### src/rtl/dsram_like_bridge_pkg.sv
// Shared encodings for the data-SRAM to sram-like bus bridge: FSM states,
// bus size codes and pipeline stall values.
package dsram_like_bridge_pkg;

   typedef enum logic [1:0] {
      DS_IDLE = 2'd0,
      DS_REQ  = 2'd1,
      DS_WAIT = 2'd2,
      DS_DONE = 2'd3
   } ds_state_e;

   localparam logic [1:0] SIZE_B = 2'd0;
   localparam logic [1:0] SIZE_H = 2'd1;
   localparam logic [1:0] SIZE_W = 2'd2;

   localparam logic STOP    = 1'b1;
   localparam logic NO_STOP = 1'b0;

endpackage

### src/rtl/dsram_like_bridge_if.sv
// sram-like data bus between the bridge (master) and the cache/AXI adapter (slave).
interface dsram_like_bridge_if #(
   parameter int ADDR_W = 32
);
   logic              data_req;
   logic              data_wr;
   logic [1:0]        data_size;
   logic [ADDR_W-1:0] data_addr;
   logic [31:0]       data_wdata;
   logic [3:0]        data_wstrb;
   logic              data_addr_ok;
   logic              data_data_ok;
   logic [31:0]       data_rdata;

   modport master (
      output data_req, data_wr, data_size, data_addr, data_wdata, data_wstrb,
      input  data_addr_ok, data_data_ok, data_rdata
   );

   modport slave (
      input  data_req, data_wr, data_size, data_addr, data_wdata, data_wstrb,
      output data_addr_ok, data_data_ok, data_rdata
   );
endinterface

### src/rtl/dsram_like_bridge_wen_to_size.sv
// Byte-enable to bus size decoder; loads (wen = 0) and irregular masks issue a word.
module dsram_like_bridge_wen_to_size
   import dsram_like_bridge_pkg::*;
(
   input  logic [3:0] wen,
   output logic [1:0] size
);
   always_comb begin
      size = SIZE_W;
      case (wen)
         4'b0001, 4'b0010, 4'b0100, 4'b1000: size = SIZE_B;
         4'b0011, 4'b1100:                   size = SIZE_H;
         default:                            size = SIZE_W;
      endcase
   end
endmodule

### src/rtl/dsram_like_bridge.sv
// EX-stage data-SRAM port to sram-like bus bridge, one outstanding transaction.
// Optional DSRAM_KSEG_MAP_EN folds 0x8000_0000-0xBFFF_FFFF to physical at capture.
module dsram_like_bridge
   import dsram_like_bridge_pkg::*;
#(
   parameter int ADDR_W = 32
) (
   input  logic                 clk,
   input  logic                 resetn,
   input  logic                 data_sram_en,
   input  logic [3:0]           data_sram_wen,
   input  logic [ADDR_W-1:0]    data_sram_addr,
   input  logic [31:0]          data_sram_wdata,
   output logic [31:0]          data_sram_rdata,
   output logic                 stallreq_for_mem,
   dsram_like_bridge_if.master  bus
);
   ds_state_e         state_q, state_d;
   logic [3:0]        wen_q, wen_d;
   logic [1:0]        size_q, size_d, size_dec;
   logic [ADDR_W-1:0] addr_q, addr_d, addr_map;
   logic [31:0]       wdata_q, wdata_d;
   logic [31:0]       rdata_q, rdata_d;

   dsram_like_bridge_wen_to_size u_wen_to_size (
      .wen  (data_sram_wen),
      .size (size_dec)
   );

`ifdef DSRAM_KSEG_MAP_EN
   assign addr_map = (data_sram_addr[ADDR_W-1 -: 2] == 2'b10) ?
                     {3'b000, data_sram_addr[ADDR_W-4:0]} : data_sram_addr;
`else
   assign addr_map = data_sram_addr;
`endif

   always_comb begin
      state_d          = state_q;
      wen_d            = wen_q;
      size_d           = size_q;
      addr_d           = addr_q;
      wdata_d          = wdata_q;
      rdata_d          = rdata_q;
      stallreq_for_mem = NO_STOP;
      case (state_q)
         DS_IDLE: begin
            stallreq_for_mem = data_sram_en ? STOP : NO_STOP;
            if (data_sram_en) begin
               wen_d   = data_sram_wen;
               size_d  = size_dec;
               addr_d  = addr_map;
               wdata_d = data_sram_wdata;
               state_d = DS_REQ;
            end
         end
         DS_REQ: begin
            stallreq_for_mem = STOP;
            if (bus.data_addr_ok) state_d = DS_WAIT;
         end
         DS_WAIT: begin
            stallreq_for_mem = STOP;
            if (bus.data_data_ok) begin
               if (wen_q == 4'b0000) rdata_d = bus.data_rdata;
               state_d = DS_DONE;
            end
         end
         // En is still high here from the request just served; do not re-issue it.
         DS_DONE: state_d = DS_IDLE;
         default: state_d = DS_IDLE;
      endcase
   end

   always_ff @(posedge clk or negedge resetn) begin
      if (!resetn) begin
         state_q <= DS_IDLE;
         wen_q   <= '0;
         size_q  <= '0;
         addr_q  <= '0;
         wdata_q <= '0;
         rdata_q <= '0;
      end else begin
         state_q <= state_d;
         wen_q   <= wen_d;
         size_q  <= size_d;
         addr_q  <= addr_d;
         wdata_q <= wdata_d;
         rdata_q <= rdata_d;
      end
   end

   assign bus.data_req   = (state_q == DS_REQ);
   assign bus.data_wr    = |wen_q;
   assign bus.data_size  = size_q;
   assign bus.data_addr  = addr_q;
   assign bus.data_wdata = wdata_q;
   assign bus.data_wstrb = wen_q;
   assign data_sram_rdata = rdata_q;
endmodule
### src/flat_wrapper.sv
// flat-port wrapper written by rule: the top's interface ports become plain ports
module dsram_like_bridge_flat import dsram_like_bridge_pkg::*;
#(
   parameter int ADDR_W = 32
)
  (clk, resetn, data_sram_en, data_sram_wen, data_sram_addr, data_sram_wdata, data_sram_rdata, stallreq_for_mem, bus_data_req, bus_data_wr, bus_data_size, bus_data_addr, bus_data_wdata, bus_data_wstrb, bus_data_addr_ok, bus_data_data_ok, bus_data_rdata);
  dsram_like_bridge_if #(.ADDR_W(ADDR_W)) bus_i ();
  input  logic clk;
  input  logic resetn;
  input  logic data_sram_en;
  input  logic [3:0] data_sram_wen;
  input  logic [ADDR_W-1:0] data_sram_addr;
  input  logic [31:0] data_sram_wdata;
  output logic [31:0] data_sram_rdata;
  output logic stallreq_for_mem;
  output wire logic [$bits(bus_i.data_req)-1:0] bus_data_req;
  output wire logic [$bits(bus_i.data_wr)-1:0] bus_data_wr;
  output wire logic [$bits(bus_i.data_size)-1:0] bus_data_size;
  output wire logic [$bits(bus_i.data_addr)-1:0] bus_data_addr;
  output wire logic [$bits(bus_i.data_wdata)-1:0] bus_data_wdata;
  output wire logic [$bits(bus_i.data_wstrb)-1:0] bus_data_wstrb;
  input wire logic [$bits(bus_i.data_addr_ok)-1:0] bus_data_addr_ok;
  input wire logic [$bits(bus_i.data_data_ok)-1:0] bus_data_data_ok;
  input wire logic [$bits(bus_i.data_rdata)-1:0] bus_data_rdata;
  assign bus_data_req = bus_i.data_req;
  assign bus_data_wr = bus_i.data_wr;
  assign bus_data_size = bus_i.data_size;
  assign bus_data_addr = bus_i.data_addr;
  assign bus_data_wdata = bus_i.data_wdata;
  assign bus_data_wstrb = bus_i.data_wstrb;
  assign bus_i.data_addr_ok = bus_data_addr_ok;
  assign bus_i.data_data_ok = bus_data_data_ok;
  assign bus_i.data_rdata = bus_data_rdata;
  dsram_like_bridge #(.ADDR_W(ADDR_W)) u_core (.clk(clk), .resetn(resetn), .data_sram_en(data_sram_en), .data_sram_wen(data_sram_wen), .data_sram_addr(data_sram_addr), .data_sram_wdata(data_sram_wdata), .data_sram_rdata(data_sram_rdata), .stallreq_for_mem(stallreq_for_mem), .bus(bus_i));
endmodule
### config.mk
export PLATFORM = sky130hd
export DESIGN_NAME = dsram_like_bridge_flat
export DESIGN_NICKNAME = d
export VERILOG_FILES = /design/src/rtl/dsram_like_bridge_pkg.sv /design/src/rtl/dsram_like_bridge_if.sv /design/src/rtl/dsram_like_bridge_wen_to_size.sv /design/src/rtl/dsram_like_bridge.sv /design/src/flat_wrapper.sv
export SDC_FILE = /design/constraint.sdc
export NUM_CORES = 1
export LEC_CHECK = 0
export BUFFER_PORTS_ARGS = -buffer_cell sky130_fd_sc_hd__buf_2
export CAP_MARGIN = 20
export CORE_MARGIN = 4
export CORE_UTILIZATION = 45
export CTS_CLUSTER_SIZE = 16
export DETAILED_ROUTE_END_ITERATION = 10
export GPL_ROUTABILITY_DRIVEN = 0
export HOLD_SLACK_MARGIN = 0.06
export PLACE_DENSITY = 0.79
export SLEW_MARGIN = 30
export SYNTH_ARGS = -nofsm -noshare
export SYNTH_HDL_FRONTEND = slang
export SYNTH_HIERARCHICAL = 1
export SYNTH_SLANG_ARGS = --single-unit
### constraint.sdc
create_clock -name clk -period 2.35 [get_ports clk]
set_input_delay 0.3525 -clock clk [delete_from_list [all_inputs] [get_ports clk]]
set_output_delay 0.3525 -clock clk [all_outputs]
set_load 0.005 [all_outputs]
==> impl_metrics.xml, run 1 <==
<?xml version="1.0" encoding="UTF-8"?>
<metrics>
  <group name="global_route">
    <metric name="antenna_found_initial" unit="">0</metric>
    <metric name="global_route.overflow_total" unit="">0</metric>
    <metric name="grt_max_degree" unit="">48</metric>
    <metric name="grt_first_pass_wirelength" unit="mm">14.7</metric>
    <metric name="via_count_of_the_first_global_routing_pass" unit="">2956</metric>
    <metric name="grt_usage" unit="%">16.9</metric>
  </group>
  <group name="sta">
    <metric name="finalCriticalPeriod" unit="ps">1970</metric>
    <metric name="max_clock_freq" unit="GHz">0.509</metric>
    <metric name="worst-slew-pin-transition" unit="ps">438</metric>
    <metric name="finalHoldViolations" unit="">0</metric>
    <metric name="finClkSkew" unit="ps">10.1</metric>
    <metric name="rsz0062_at_grt" unit="">no</metric>
    <metric name="total_negative_setup_slack" unit="ps">0</metric>
    <metric name="setup_viol_count_final" unit="">0</metric>
    <metric name="slew_violations" unit="">0</metric>
    <metric name="post-route-period-util" unit="%">83.6</metric>
    <metric name="worst_slew_slack_as_a_fraction_of_its_limit" unit="%">70.8</metric>
  </group>
  <group name="power">
    <metric name="power.ir.vdd_worst" unit="mV">0.565</metric>
    <metric name="p_leak" unit="nW">2.86</metric>
    <metric name="power.density" unit="nW/um^2">1240</metric>
  </group>
  <group name="critical_path">
    <metric name="worst-r2r-setup-slack" unit="ps">380</metric>
    <metric name="critical-path-slowest-cell" unit="">sky130_fd_sc_hd__or4_4</metric>
    <metric name="crit-reg2reg-capture" unit="">u_core/data_sram_rdata[12]</metric>
    <metric name="crit_family" unit="">simple AND/OR/NAND/NOR gates</metric>
    <metric name="worstSetupEndpointType" unit="">flop</metric>
    <metric name="crit_buf_inv" unit="">1</metric>
    <metric name="slowest_delay" unit="ps">580</metric>
    <metric name="timing.critical_path.from_type" unit="">flop</metric>
    <metric name="crit-reg2reg-launch" unit="">u_core/bus.data_wstrb[1]</metric>
    <metric name="worstPathCellList" unit="">or4_4 &gt; nor2_8 &gt; buf_12 &gt; mux2_4</metric>
    <metric name="timing.critical_path.fanout_max" unit="">20</metric>
    <metric name="criticalPathCategory" unit="">reg2reg</metric>
    <metric name="ff2ff_path_depth" unit="">4</metric>
    <metric name="worst-endpoint-required" unit="ps">2590</metric>
    <metric name="crit_arrival" unit="ps">2210</metric>
  </group>
  <group name="logic_synthesis">
    <metric name="synth.ff_latch_count" unit="">104</metric>
    <metric name="postSynthAreaPerCell" unit="sq um">17.2</metric>
    <metric name="ys_types" unit="">17</metric>
    <metric name="synth.top_cells.by_area" unit="">sky130_fd_sc_hd__dfrtp_1 (63%), sky130_fd_sc_hd__mux2_2 (20%), sky130_fd_sc_hd__mux2_4 (11%)</metric>
    <metric name="synth_top_area_cell" unit="">sky130_fd_sc_hd__dfrtp_1</metric>
    <metric name="ys_seq_area_share" unit="%">62.7</metric>
    <metric name="yosys.area.top_type_share" unit="%">62.7</metric>
    <metric name="mappedNetlistArea" unit="sq um">4150</metric>
    <metric name="synth_fp_nets" unit="">351</metric>
    <metric name="post_syn_instances" unit="">241</metric>
    <metric name="synth.yosys.warnings" unit="">6</metric>
  </group>
  <group name="clocking">
    <metric name="htreeDepth" unit="">3</metric>
    <metric name="cts.clk_slew.worst_paths" unit="ps">100</metric>
    <metric name="cts_repair_resize_count" unit="">0</metric>
    <metric name="cts.path.max_buffers" unit="">2</metric>
    <metric name="cts_buffers" unit="">9</metric>
    <metric name="tritoncts" unit="">yes</metric>
    <metric name="clk-insertion-delay-late" unit="ps">350</metric>
    <metric name="cts_sinks" unit="">104</metric>
    <metric name="cts_root_buf" unit="">sky130_fd_sc_hd__clkbuf_8</metric>
  </group>
  <group name="route">
    <metric name="drcViolationCount" unit="">0</metric>
    <metric name="detail_route.first_pass.iterations" unit="">4</metric>
    <metric name="detailroute.via_count" unit="">2712</metric>
    <metric name="postRouteAntennaNets" unit="">0</metric>
    <metric name="detailedRoute.firstIterationViolations" unit="">86</metric>
    <metric name="route.final.wire_length" unit="mm">9.10</metric>
    <metric name="routed_via_density" unit="">4.76</metric>
    <metric name="wl_per_cell" unit="um">16.0</metric>
  </group>
  <group name="min_path">
    <metric name="worstHoldEndpoint" unit="">u_core/bus.data_wdata[26]</metric>
    <metric name="min_path_type" unit="">in2reg</metric>
    <metric name="worstHoldPathCells" unit="">2</metric>
    <metric name="min-delay-start" unit="">data_sram_wdata[26]</metric>
  </group>
  <group name="finish">
    <metric name="final_common_cell" unit="">sky130_fd_sc_hd__buf_2</metric>
    <metric name="finish.net_count" unit="">567</metric>
    <metric name="final_cell_mix" unit="">sky130_fd_sc_hd__buf_2 (208), sky130_fd_sc_hd__dfrtp_1 (104), sky130_fd_sc_hd__mux2_2 (73)</metric>
    <metric name="area_delta_synth_final" unit="%">32.7</metric>
    <metric name="final_layout_size_suffix_gt1_share" unit="%">72.5</metric>
    <metric name="num_antenna_cells" unit="">0</metric>
    <metric name="final_core_util" unit="%">62.2</metric>
  </group>
  <group name="floorplanning">
    <metric name="effective_utilization_at_floorplan" unit="%">46.9</metric>
    <metric name="die-area" unit="sq um">10800</metric>
    <metric name="boundaryPins" unit="">210</metric>
    <metric name="rows" unit="">34</metric>
    <metric name="dieHeight" unit="um">104</metric>
    <metric name="die_w" unit="um">104</metric>
    <metric name="area_of_the_core" unit="sq um">8850</metric>
  </group>
  <group name="placed_design">
    <metric name="dp_hpwl" unit="mm">7.10</metric>
    <metric name="port-buffer-count" unit="">209</metric>
  </group>
  <group name="run">
    <metric name="maxCapViolations" unit="">0</metric>
  </group>
  <group name="run_status">
    <metric name="status" unit="">complete, no violations</metric>
  </group>
</metrics>
-- registers in the layout (all words and copies together) (netlist names) --
register	cells
u_core/bus.data_wdata	32
u_core/bus.data_wstrb	4
u_core/bus.data_size	2
u_core/state_q	2
u_core/data_sram_rdata	32
u_core/bus.data_addr	32
-- synthesized netlist by cell type --
cell type and count:
sky130_fd_sc_hd__mux2_2 73, sky130_fd_sc_hd__a21oi_1 1, sky130_fd_sc_hd__nor2_1 4, sky130_fd_sc_hd__or4_4 1, sky130_fd_sc_hd__xnor2_1 1, sky130_fd_sc_hd__nor4bb_1 1, sky130_fd_sc_hd__buf_12 3, sky130_fd_sc_hd__a31o_1 1
sky130_fd_sc_hd__buf_1 7, sky130_fd_sc_hd__inv_1 5, sky130_fd_sc_hd__mux2i_1 1, sky130_fd_sc_hd__dfrtp_1 104, sky130_fd_sc_hd__nor2_8 1, sky130_fd_sc_hd__nand2_1 2, sky130_fd_sc_hd__mux2_4 30, sky130_fd_sc_hd__ha_1 5
sky130_fd_sc_hd__a222oi_1 1
-- per-stage QoR --
stage          cells  setup slack (ps)  power (mW)  hold WS (ps)  area [sq um]
3_5_place_dp     553               397        5.92           312          5320
3_3_place_gp     553               434        5.77           302          5320
5_1_grt          570               331        7.29           183          5510
6_report         570               385        6.81           220          5510
2_1_floorplan    241               619        4.57          56.9          4150
4_1_cts          570               381        6.92           194          5510
-- layout make-up --
type | instances | area (sq um)
flip-flops and latches | 104 | 2600
inverters | 5 | 18.8
multi-input cells | 122 | 1440
fillers | 736 | 3340
repair buffers | 215 | 1130
clock inverters | 6 | 45.0
well taps | 108 | 135
clock buffers | 10 | 128
-- repair_timing --
item,4_1_cts,5_1_grt
hold buffers,1,0
endpoints found under the hold margin,29,0
endpoints found under the setup margin,0,0
buffers inserted,0,0
-- metal layers --
| metal | vias up | part of all wire (%) | track usage [%] |
|---|---|---|---|
| met4 | 0 | 1.9 | 6.46 |
| met1 | 1303 | 37 | 18.4 |
| met2 | 121 | 52 | 29.5 |
| met5 | - | 0 | 0 |
| met3 | 15 | 8.4 | 6.77 |
| li1 | 1273 | - | - |
-- how the worst max path moves through the flow --
| stage | endpoint | cells past startpoint | slack, ps | startpoint |
|---|---|---|---|---|
| 5_1_grt | u_core/data_sram_rdata[17] | 4 | 330 | u_core/bus.data_wstrb[1] |
| 2_1_floorplan | u_core/data_sram_rdata[10] | 4 | 620 | u_core/bus.data_wstrb[1] |
| 3_5_place_dp | u_core/data_sram_rdata[17] | 4 | 400 | u_core/bus.data_wstrb[1] |
| 3_3_place_gp | u_core/data_sram_rdata[14] | 4 | 430 | u_core/bus.data_wstrb[1] |
| 6_report | u_core/data_sram_rdata[12] | 4 | 380 | u_core/bus.data_wstrb[1] |
| 4_1_cts | u_core/data_sram_rdata[17] | 4 | 380 | u_core/bus.data_wstrb[1] |
-- worst register-to-register path, delay by kind of cell, from the launching register on --
kind / cells / cell delay [ps]
flops: 1 / 400
simple gates: 2 / 890
mux: 1 / 330
buf+inv: 1 / 240
-- power breakdown --
group / total, mW / switching [mW] / leakage, nW / internal [mW]
Combinational: 2.73 / 1.05 / 1.53 / 1.68
Sequential: 3.11 / 0.433 / 1.25 / 2.67
Clock: 0.976 / 0.587 / 0.0789 / 0.389
Total: 6.81 / 2.07 / 2.86 / 4.74
-- logic make-up (layout without fill, tap and decap cells) --
kind of cell / count (synthesis) / after routing / share of synthesized area, %
mux: 104 / 104 / 30.9
flops: 104 / 104 / 62.7
buf+inv: 15 / 236 / 2.53
simple gates: 9 / 9 / 1.54
fa+ha+maj: 5 / 5 / 1.51
compound gates: 3 / 3 / 0.573
xor+xnor: 1 / 1 / 0.211
Note: power is estimated with default switching activity, not from simulation.
==> inputs of run 2 (changes only) <==
==> constraint.sdc (replaced) <==
create_clock -name clk -period 2 [get_ports clk]
set_input_delay 0.3 -clock clk [delete_from_list [all_inputs] [get_ports clk]]
set_output_delay 0.3 -clock clk [all_outputs]
set_load 0.005 [all_outputs]
==> impl_metrics.xml, run 2 (synthesized netlist as in run 1, its figures left out) <==
<?xml version="1.0" encoding="UTF-8"?>
<metrics>
  <group name="run_status">
    <metric name="status" unit="">complete, no violations</metric>
  </group>
  <group name="critical_path">
    <metric name="timing.critical_path.fanout_max" unit="">19</metric>
    <metric name="crit_arrival" unit="ps">2050</metric>
    <metric name="slowest_delay" unit="ps">580</metric>
    <metric name="worst-endpoint-required" unit="ps">2230</metric>
    <metric name="timing.critical_path.from_type" unit="">flop</metric>
    <metric name="critical-path-slowest-cell" unit="">sky130_fd_sc_hd__or4_4</metric>
    <metric name="crit_buf_inv" unit="">1</metric>
    <metric name="criticalPathCategory" unit="">reg2reg</metric>
    <metric name="crit_family" unit="">simple AND/OR/NAND/NOR gates</metric>
    <metric name="worstSetupEndpointType" unit="">flop</metric>
    <metric name="worstPathCellList" unit="">or4_4 &gt; nor2_8 &gt; buf_12 &gt; mux2_4</metric>
  </group>
  <group name="power">
    <metric name="sequentialPowerShare" unit="%">45.1</metric>
    <metric name="p_leak" unit="nW">2.89</metric>
    <metric name="internal_power" unit="mW">5.71</metric>
    <metric name="power.ir.vdd_worst" unit="mV">0.713</metric>
    <metric name="power_switching" unit="mW">2.42</metric>
    <metric name="power.density" unit="nW/um^2">1460</metric>
    <metric name="switching_share" unit="%">29.8</metric>
    <metric name="power.clock.fraction" unit="%">15.3</metric>
    <metric name="pwr-share-comb" unit="%">39.6</metric>
  </group>
  <group name="sta">
    <metric name="finalCriticalPeriod" unit="ps">1810</metric>
    <metric name="finalHoldViolations" unit="">0</metric>
    <metric name="post-route-period-util" unit="%">90.7</metric>
    <metric name="setup_viol_count_final" unit="">0</metric>
    <metric name="rsz0062_at_grt" unit="">no</metric>
    <metric name="max_clock_freq" unit="GHz">0.551</metric>
    <metric name="slew_violations" unit="">0</metric>
    <metric name="worst-slew-pin-transition" unit="ps">465</metric>
    <metric name="finClkSkew" unit="ps">8.48</metric>
    <metric name="total_negative_setup_slack" unit="ps">0</metric>
    <metric name="final.setup.worst_slack" unit="ps">187</metric>
    <metric name="worst_slew_slack_as_a_fraction_of_its_limit" unit="%">69.0</metric>
  </group>
  <group name="min_path">
    <metric name="min_path_type" unit="">in2reg</metric>
  </group>
  <group name="route">
    <metric name="routed_via_density" unit="">4.84</metric>
    <metric name="detailroute.via_count" unit="">2766</metric>
    <metric name="detailedRoute.firstIterationViolations" unit="">61</metric>
    <metric name="postRouteAntennaNets" unit="">0</metric>
    <metric name="route.final.wire_length" unit="mm">9.26</metric>
    <metric name="detail_route.first_pass.iterations" unit="">4</metric>
    <metric name="wl_per_cell" unit="um">16.2</metric>
    <metric name="drcViolationCount" unit="">0</metric>
  </group>
  <group name="finish">
    <metric name="area_delta_synth_final" unit="%">33.9</metric>
    <metric name="final_cell_mix" unit="">sky130_fd_sc_hd__buf_2 (208), sky130_fd_sc_hd__dfrtp_1 (104), sky130_fd_sc_hd__mux2_2 (73)</metric>
    <metric name="final_common_cell" unit="">sky130_fd_sc_hd__buf_2</metric>
    <metric name="finish.net_count" unit="">570</metric>
    <metric name="final_layout_size_suffix_gt1_share" unit="%">72.6</metric>
    <metric name="layout.filler_cells" unit="">700</metric>
    <metric name="num_antenna_cells" unit="">0</metric>
  </group>
  <group name="placed_design">
    <metric name="port-buffer-count" unit="">209</metric>
    <metric name="dp_hpwl" unit="mm">7.19</metric>
    <metric name="place_ws" unit="ps">204</metric>
  </group>
  <group name="floorplanning">
    <metric name="area_of_the_core" unit="sq um">8850</metric>
    <metric name="boundaryPins" unit="">210</metric>
    <metric name="die-area" unit="sq um">10800</metric>
    <metric name="rows" unit="">34</metric>
    <metric name="die_w" unit="um">104</metric>
    <metric name="effective_utilization_at_floorplan" unit="%">46.9</metric>
    <metric name="dieHeight" unit="um">104</metric>
  </group>
  <group name="global_route">
    <metric name="grt_use_met2" unit="%">30.5</metric>
    <metric name="global_route.overflow_total" unit="">0</metric>
    <metric name="via_count_of_the_first_global_routing_pass" unit="">3011</metric>
    <metric name="grt_usage" unit="%">17.3</metric>
    <metric name="gr-usage-met3" unit="%">5.28</metric>
    <metric name="antenna_found_initial" unit="">0</metric>
    <metric name="grt_use_met1" unit="%">19.8</metric>
    <metric name="grt_first_pass_wirelength" unit="mm">15.1</metric>
    <metric name="grt_max_degree" unit="">56</metric>
    <metric name="top_usage_layer" unit="">met2</metric>
  </group>
  <group name="clocking">
    <metric name="clk-insertion-delay-late" unit="ps">350</metric>
    <metric name="cts.path.max_buffers" unit="">2</metric>
    <metric name="cts_repair_resize_count" unit="">0</metric>
    <metric name="post_cts_hold_buffers" unit="">1</metric>
    <metric name="cts_root_buf" unit="">sky130_fd_sc_hd__clkbuf_8</metric>
    <metric name="htreeDepth" unit="">3</metric>
    <metric name="cts_sinks" unit="">104</metric>
    <metric name="post-cts-setup-buffers" unit="">0</metric>
    <metric name="tritoncts" unit="">yes</metric>
    <metric name="cts.clk_slew.worst_paths" unit="ps">100</metric>
    <metric name="cts_buffers" unit="">9</metric>
  </group>
  <group name="run">
    <metric name="maxCapViolations" unit="">0</metric>
  </group>
</metrics>
==> run 2: changes by cell type in the layout (fill, tap and decap cells not counted), sizes merged <==
cell / delta
inv: -1
clkinvlp: -1
buf: +3
bufinv: +1
==> run 2: worst paths after layout <==
kind	cells after the start	slack (ps)	startpoint	end
worst max-delay path	4	190	u_core/bus.data_wstrb[1]	u_core/data_sram_rdata[14]
worst min-delay path	2	170	data_sram_wdata[10]	u_core/bus.data_wdata[10]
worst max register to register	4	190	u_core/bus.data_wstrb[1]	u_core/data_sram_rdata[14]
worst min register to register	1	510	u_core/bus.data_wdata[13]	u_core/bus.data_wdata[13]
max in group asynchronous	3	970	resetn	u_core/bus.data_wdata[11]
min in group asynchronous	2	400	resetn	u_core/data_sram_rdata[6]
==> run 2: final cells by class <==
cell class	instances	area (sq um)	area share [%]
Inverter	5	18.8	0.338
Multi-Input combinational cell	122	1440	26.0
Tap cell	108	135	2.43
Sequential cell	104	2600	46.8
Clock buffer	10	128	2.30
Timing Repair Buffer	218	1170	21.0
Clock inverter	5	58.8	1.06
==> run 2: metrics by stage <==
step                instance area [sq um]  power [mW]  utilization [%]  std cells  hold WS (ps)
floorplan                            4150        5.37                -        241          4.41
global placement                     5360        6.81             60.6        556           229
detailed placement                   5360        6.98             60.6        556           235
CTS                                  5560        8.26             62.8        572           148
global route                         5560        8.69             62.8        572           146
finish                               5560        8.13             62.8        572           173
==> run 2: routing by layer <==
layer  part of all wire (%)  up-vias
met3                    7.1       14
met1                     39     1351
met4                    1.8        0
li1                       -     1280
met2                     52      121
met5                      0        -
==> run 2: power by group through the flow <==
stage               Clock [mW]  Sequential, mW  Combinational, mW
finish                    1.25            3.67               3.22
detailed placement           0            3.71               3.27
global placement             0            3.65               3.16
CTS                       1.30            3.68               3.28
floorplan                    0            3.77               1.60
global route              1.40            3.80               3.49
